==> src/rtl/scr1_sha256_sched_ctrl.sv <==
// SHA-256 block sequencer: message buffer, W schedule, K ROM, go/done status.
// go -> dp_init (1 cycle) -> ROUNDS round cycles (each dp_stall cycle adds one) -> dp_final_add -> done.
module scr1_sha256_sched_ctrl #(
    parameter int ROUNDS = 64
) (
    input  logic        clk,
    input  logic        rst_n,
    input  logic        go,
    input  logic        abort,
    input  logic        msg_wr,
    input  logic [3:0]  msg_idx,
    input  logic [31:0] msg_wdata,
    input  logic        dp_stall,
    output logic        busy,
    output logic        done,
    output logic        msg_wr_err,
    output logic        dp_init,
    output logic        dp_round_en,
    output logic [5:0]  dp_round_idx,
    output logic [31:0] dp_k,
    output logic [31:0] dp_w,
    output logic        dp_final_add
);

    typedef enum logic [1:0] {ST_IDLE, ST_INIT, ST_ROUND, ST_FINAL} state_t;

    localparam logic [5:0] LAST_T = 6'(ROUNDS - 1);

    localparam logic [31:0] K_ROM [64] = '{
        32'h428a2f98, 32'h71374491, 32'hb5c0fbcf, 32'he9b5dba5, 32'h3956c25b, 32'h59f111f1, 32'h923f82a4, 32'hab1c5ed5,
        32'hd807aa98, 32'h12835b01, 32'h243185be, 32'h550c7dc3, 32'h72be5d74, 32'h80deb1fe, 32'h9bdc06a7, 32'hc19bf174,
        32'he49b69c1, 32'hefbe4786, 32'h0fc19dc6, 32'h240ca1cc, 32'h2de92c6f, 32'h4a7484aa, 32'h5cb0a9dc, 32'h76f988da,
        32'h983e5152, 32'ha831c66d, 32'hb00327c8, 32'hbf597fc7, 32'hc6e00bf3, 32'hd5a79147, 32'h06ca6351, 32'h14292967,
        32'h27b70a85, 32'h2e1b2138, 32'h4d2c6dfc, 32'h53380d13, 32'h650a7354, 32'h766a0abb, 32'h81c2c92e, 32'h92722c85,
        32'ha2bfe8a1, 32'ha81a664b, 32'hc24b8b70, 32'hc76c51a3, 32'hd192e819, 32'hd6990624, 32'hf40e3585, 32'h106aa070,
        32'h19a4c116, 32'h1e376c08, 32'h2748774c, 32'h34b0bcb5, 32'h391c0cb3, 32'h4ed8aa4a, 32'h5b9cca4f, 32'h682e6ff3,
        32'h748f82ee, 32'h78a5636f, 32'h84c87814, 32'h8cc70208, 32'h90befffa, 32'ha4506ceb, 32'hbef9a3f7, 32'hc67178f2
    };

    function automatic logic [31:0] sig0(input logic [31:0] x);
        return {x[6:0], x[31:7]} ^ {x[17:0], x[31:18]} ^ (x >> 3);
    endfunction

    function automatic logic [31:0] sig1(input logic [31:0] x);
        return {x[16:0], x[31:17]} ^ {x[18:0], x[31:19]} ^ (x >> 10);
    endfunction

    state_t      state;
    state_t      state_nxt;
    logic [5:0]  t;
    logic [5:0]  t_nxt;
    logic        done_nxt;
    logic        err_nxt;
    logic        sched_we;
    logic [31:0] msg_buf [16];
    logic [3:0]  idx_m2;
    logic [3:0]  idx_m7;
    logic [3:0]  idx_m15;
    logic [3:0]  idx_m16;
    logic [31:0] w_cur;

    // The buffer is a 16-word sliding window: slot t&15 holds W[t-16] until overwritten by W[t].
    assign idx_m2  = t[3:0] - 4'd2;
    assign idx_m7  = t[3:0] - 4'd7;
    assign idx_m15 = t[3:0] - 4'd15;
    assign idx_m16 = t[3:0];

    always_comb begin
        w_cur = msg_buf[idx_m16];
        if (t >= 6'd16) begin
            w_cur = sig1(msg_buf[idx_m2]) + msg_buf[idx_m7] + sig0(msg_buf[idx_m15]) + msg_buf[idx_m16];
        end
    end

    assign dp_w         = w_cur;
    assign dp_k         = K_ROM[t];
    assign dp_round_idx = t;
    assign busy         = (state != ST_IDLE);

    always_comb begin
        state_nxt    = state;
        t_nxt        = t;
        done_nxt     = done;
        err_nxt      = msg_wr_err;
        sched_we     = 1'b0;
        dp_init      = 1'b0;
        dp_round_en  = 1'b0;
        dp_final_add = 1'b0;
        case (state)
            ST_IDLE: begin
                if (go && !abort) begin
                    state_nxt = ST_INIT;
                    done_nxt  = 1'b0;
                    err_nxt   = 1'b0;
                end
            end
            ST_INIT: begin
                dp_init   = 1'b1;
                state_nxt = ST_ROUND;
                t_nxt     = 6'd0;
            end
            ST_ROUND: begin
                dp_round_en = !dp_stall;
                if (!dp_stall) begin
                    sched_we = (t >= 6'd16);
                    if (t == LAST_T) begin
                        state_nxt = ST_FINAL;
                        t_nxt     = 6'd0;
                    end else begin
                        t_nxt = t + 6'd1;
                    end
                end
            end
            ST_FINAL: begin
                dp_final_add = !abort;
                state_nxt    = ST_IDLE;
                done_nxt     = 1'b1;
            end
            default: state_nxt = ST_IDLE;
        endcase
        if (state != ST_IDLE) begin
            if (msg_wr || go) begin
                err_nxt = 1'b1;
            end
            if (abort) begin
                state_nxt = ST_IDLE;
                t_nxt     = 6'd0;
                done_nxt  = 1'b0;
                sched_we  = 1'b0;
            end
        end
    end

    always_ff @(posedge clk or negedge rst_n) begin
        if (!rst_n) begin
            state      <= ST_IDLE;
            t          <= 6'd0;
            done       <= 1'b0;
            msg_wr_err <= 1'b0;
        end else begin
            state      <= state_nxt;
            t          <= t_nxt;
            done       <= done_nxt;
            msg_wr_err <= err_nxt;
        end
    end

    // Software writes only land in IDLE; rounds own the buffer otherwise.
    always_ff @(posedge clk) begin
        if ((state == ST_IDLE) && msg_wr) begin
            msg_buf[msg_idx] <= msg_wdata;
        end else if (sched_we) begin
            msg_buf[idx_m16] <= w_cur;
        end
    end

endmodule

==> config.mk <==
export PLATFORM = sky130hd
export DESIGN_NAME = scr1_sha256_sched_ctrl
export DESIGN_NICKNAME = d
export VERILOG_FILES = /design/src/rtl/scr1_sha256_sched_ctrl.sv
export SDC_FILE = /design/constraint.sdc
export NUM_CORES = 1
export LEC_CHECK = 0
export BUFFER_PORTS_ARGS = -buffer_cell sky130_fd_sc_hd__buf_2
export CAP_MARGIN = 0
export CORE_MARGIN = 2
export CORE_UTILIZATION = 45
export DETAILED_ROUTE_END_ITERATION = 16
export PLACE_DENSITY_LB_ADDON = 0.2
export SYNTH_ARGS = -nofsm -noshare
export SYNTH_HDL_FRONTEND = slang
export SYNTH_SLANG_ARGS = --single-unit
==> constraint.sdc <==
create_clock -name clk -period 13 [get_ports clk]
set_input_delay 2.6 -clock clk [delete_from_list [all_inputs] [get_ports clk]]
set_output_delay 2.6 -clock clk [all_outputs]
set_load 0.03 [all_outputs]
==> metrics.cfg <==
[floorplan]
die_w_um = 288.0
dieArea_um2 = 82960
start_util = 0.4529
io_pins = 118
die_h_um = 288.0
core_area_um2 = 80160
rows = 104

[logic_synthesis]
synth_most_common_cell = edfxtp_1
ys.flop_type = edfxtp_1
synthAdderAreaFrac = 0.05246
ys_ff_latch = 522
synth_top_family_by_area = multiplexers
synth-simple-area-share = 0.04288
yosysSeqAreaShare = 0.4304
muxShareOfSynthArea = 0.3162
synthTopCellsByArea = edfxtp_1, mux4_2, fa_1, xnor2_1, mux2i_1
synth_xor_area_frac = 0.03688
synthArstFlopShare = 0.01916
synth_compound_area_frac = 0.08131
ys_top_cells_by_count = edfxtp_1, mux4_2, a21oi_1
yosysTopAreaCellShare = 0.4235
avgSynthCellArea_um2 = 14.54
synth_nets = 2654
yosysTopAreaCell = edfxtp_1
ys_warn_count = 0
syn-cell-area_um2 = 36300
synth_cells = 2497
synth_cell_types = 70
synth_edf_count = 512

[place]
place_hpwl_mm = 81.08
numPortBuffers = 117
post_dp_cell_area_um2 = 37920
gp_congestion = 0.9941

[clock_tree]
postCtsSetupBuffers = 0
cts_tree = yes
numCtsBuffers = 55
clock_latency_ns = 0.64
cts_buffer_depth = 3
htree_levels = 2
root_buffer = clkbuf_16
clkSinkCount = 522
clk_pin_slew_worst_paths_ns = 0.07
cts_resized = 0
holdBufCountCts = 0

[global_routing]
grt_pass1_wl_mm = 179.4
grt_overflow = 0
grt_max_degree = 124
grt.total_usage = 0.3002
first_global_vias = 25150
grt_antenna_before_repair = 1

[critical_path]
cp_slowest_cell = ha_4
rr_endpoint = msg_buf[13][31]
worstSetupEndpointType = output pin
arrival_ns = 9.07
rr_startpoint = dp_round_idx[0]
path_max_fanout = 47
critPathMostFrequentCell = xnor2_1
reg2reg_slack_ns = 4.02
start_kind = flop
criticalPathCategory = flop to output pin
critPathRequiredTime_ns = 10.40
crit_start = dp_round_idx[0]
path_cells = inv_2 -> ha_4 -> buf_4 -> mux4_2 -> mux4_2 -> xnor2_1 -> xnor2_1 -> fa_1 -> inv_1 -> fa_1 -> inv_1 -> ha_1 -> a211oi_1 -> nor2_1 -> o41ai_1 -> o221ai_1 -> o211ai_1 -> nand2_1 -> a311oi_1 -> xnor2_1 -> mux2i_1 -> buf_2
rr_worst_depth = 21
crit_end = dp_w[31]
cpPeakStageDelay_ns = 0.99

[route]
wl_mm = 123.8
final_antenna_net_count = 0
drt_iter0_drc = 3449
first_pass_iters = 6
via_count = 25650
wl_per_cell_um = 34.03
avgViaCountPerCell = 7.048
drc = 0

[worst_hold_path]
worstHoldStart = msg_wr_err
hold_depth = 2
hold_class = flop to flop

[timing]
min_period_ns = 11.67
worst_pin_slew_ns = 1.105
setup-tns-final_ns = 0
fmax_mhz = 85.71
rsz0062_at_grt = false
clock_skew_ns = 0.02485
setup_violations = 0
holdWs_ns = 0.5723
slew_headroom = 0.2618
drv_slew = 0
period_share = 0.8975
final_hold_viol_count = 0

[final_layout]
syn2layout_area_growth_pct = 9.382
drive_gt1_frac = 0.2982
insertedDiodeCount = 0
final_area_um2 = 39710
nets = 2695

[status]
status = complete, no violations

[flow_run]
cap_viol_max_count = 0

-- state kept, by name (all words and copies together) (netlist names) --
| signal | flops |
|---|---|
| done | 1 |
| dp_round_idx | 6 |
| msg_buf | 512 |
| msg_wr_err | 1 |
| state | 2 |
-- layout by cell type, fill, tap and decap left out, types with 17 or more instances in the layout --
master     synthesis  final
buf_4             15     64
mux2i_1          102    102
inv_1            109    109
o221ai_1          27     27
xnor2_1          124    124
a21oi_1          128    128
nor2_1           126    109
xor2_1            22     22
nor2_4             0     17
nor3_1            39     38
a21o_1            17     17
fa_1              62     62
nand2_1          127    127
nand3_1           23     23
clkbuf_16          0     55
ha_1              53     49
buf_2             41    117
mux4_2           436    436
o21ai_0          103    103
a31oi_1           28     28
a211oi_1          18     18
mux2_2            31     31
edfxtp_1         512    512
-- per-stage QoR --
stage	utilization	cells	worst slack, ns
floorplan	-	2497	2.406
global placement	0.4730	3541	2.139
detailed placement	0.4730	3541	2.117
CTS	0.4953	3639	1.402
global route	0.4953	3639	0.6673
finish	0.4953	3639	1.333
-- logic make-up after synthesis --
logic type                 after synthesis
muxes                                  580
buffers and inverters                  312
DFF                                    522
adders and majority gates              115
and+or+nand+nor                        360
xor gates and xnor gates               149
AOI/OAI and AO/OA                      459
-- how the worst min path moves through the flow --
stage | end | slack, ns
2_1_floorplan | state[0] | 0.61
3_3_place_gp | msg_wr_err | 0.52
3_5_place_dp | msg_wr_err | 0.56
4_1_cts | msg_wr_err | 0.57
5_1_grt | msg_wr_err | 0.60
6_report | msg_wr_err | 0.57
-- worst max-delay path: cells and delay by family (launching register included) --
family	cells	cell delay (ns)
compound gates	5	1.85
xor+xnor	3	0.52
fa+ha+maj	4	2.35
buf+inv	5	1.24
flops	1	0.78
mux	3	1.38
simple gates	2	0.24
-- layout make-up --
| type | count | area (µm²) |
|---|---|---|
| clock buffers | 64 | 1410 |
| clock inverters | 34 | 377.9 |
| fillers | 6798 | 40450 |
| inverters | 112 | 420.4 |
| multi-input cells | 1663 | 19400 |
| flip-flops and latches | 522 | 15640 |
| well taps | 1060 | 1326 |
| repair buffers | 184 | 1126 |
-- per-layer routing --
| metal | up-vias | GRT usage | routed length [µm] |
|---|---|---|---|
| met3 | 368 | 0.05618 | 12600 |
| met5 | - | 0 | 0 |
| met2 | 1713 | 0.4792 | 58260 |
| met1 | 13340 | 0.4026 | 46600 |
| met4 | 0 | 0.1338 | 6367 |
| li1 | 10230 | - | - |
Power is left out: the tool's default activity adds up to more than one toggle a clock period on the data nets, which glitch-free logic cannot reach.
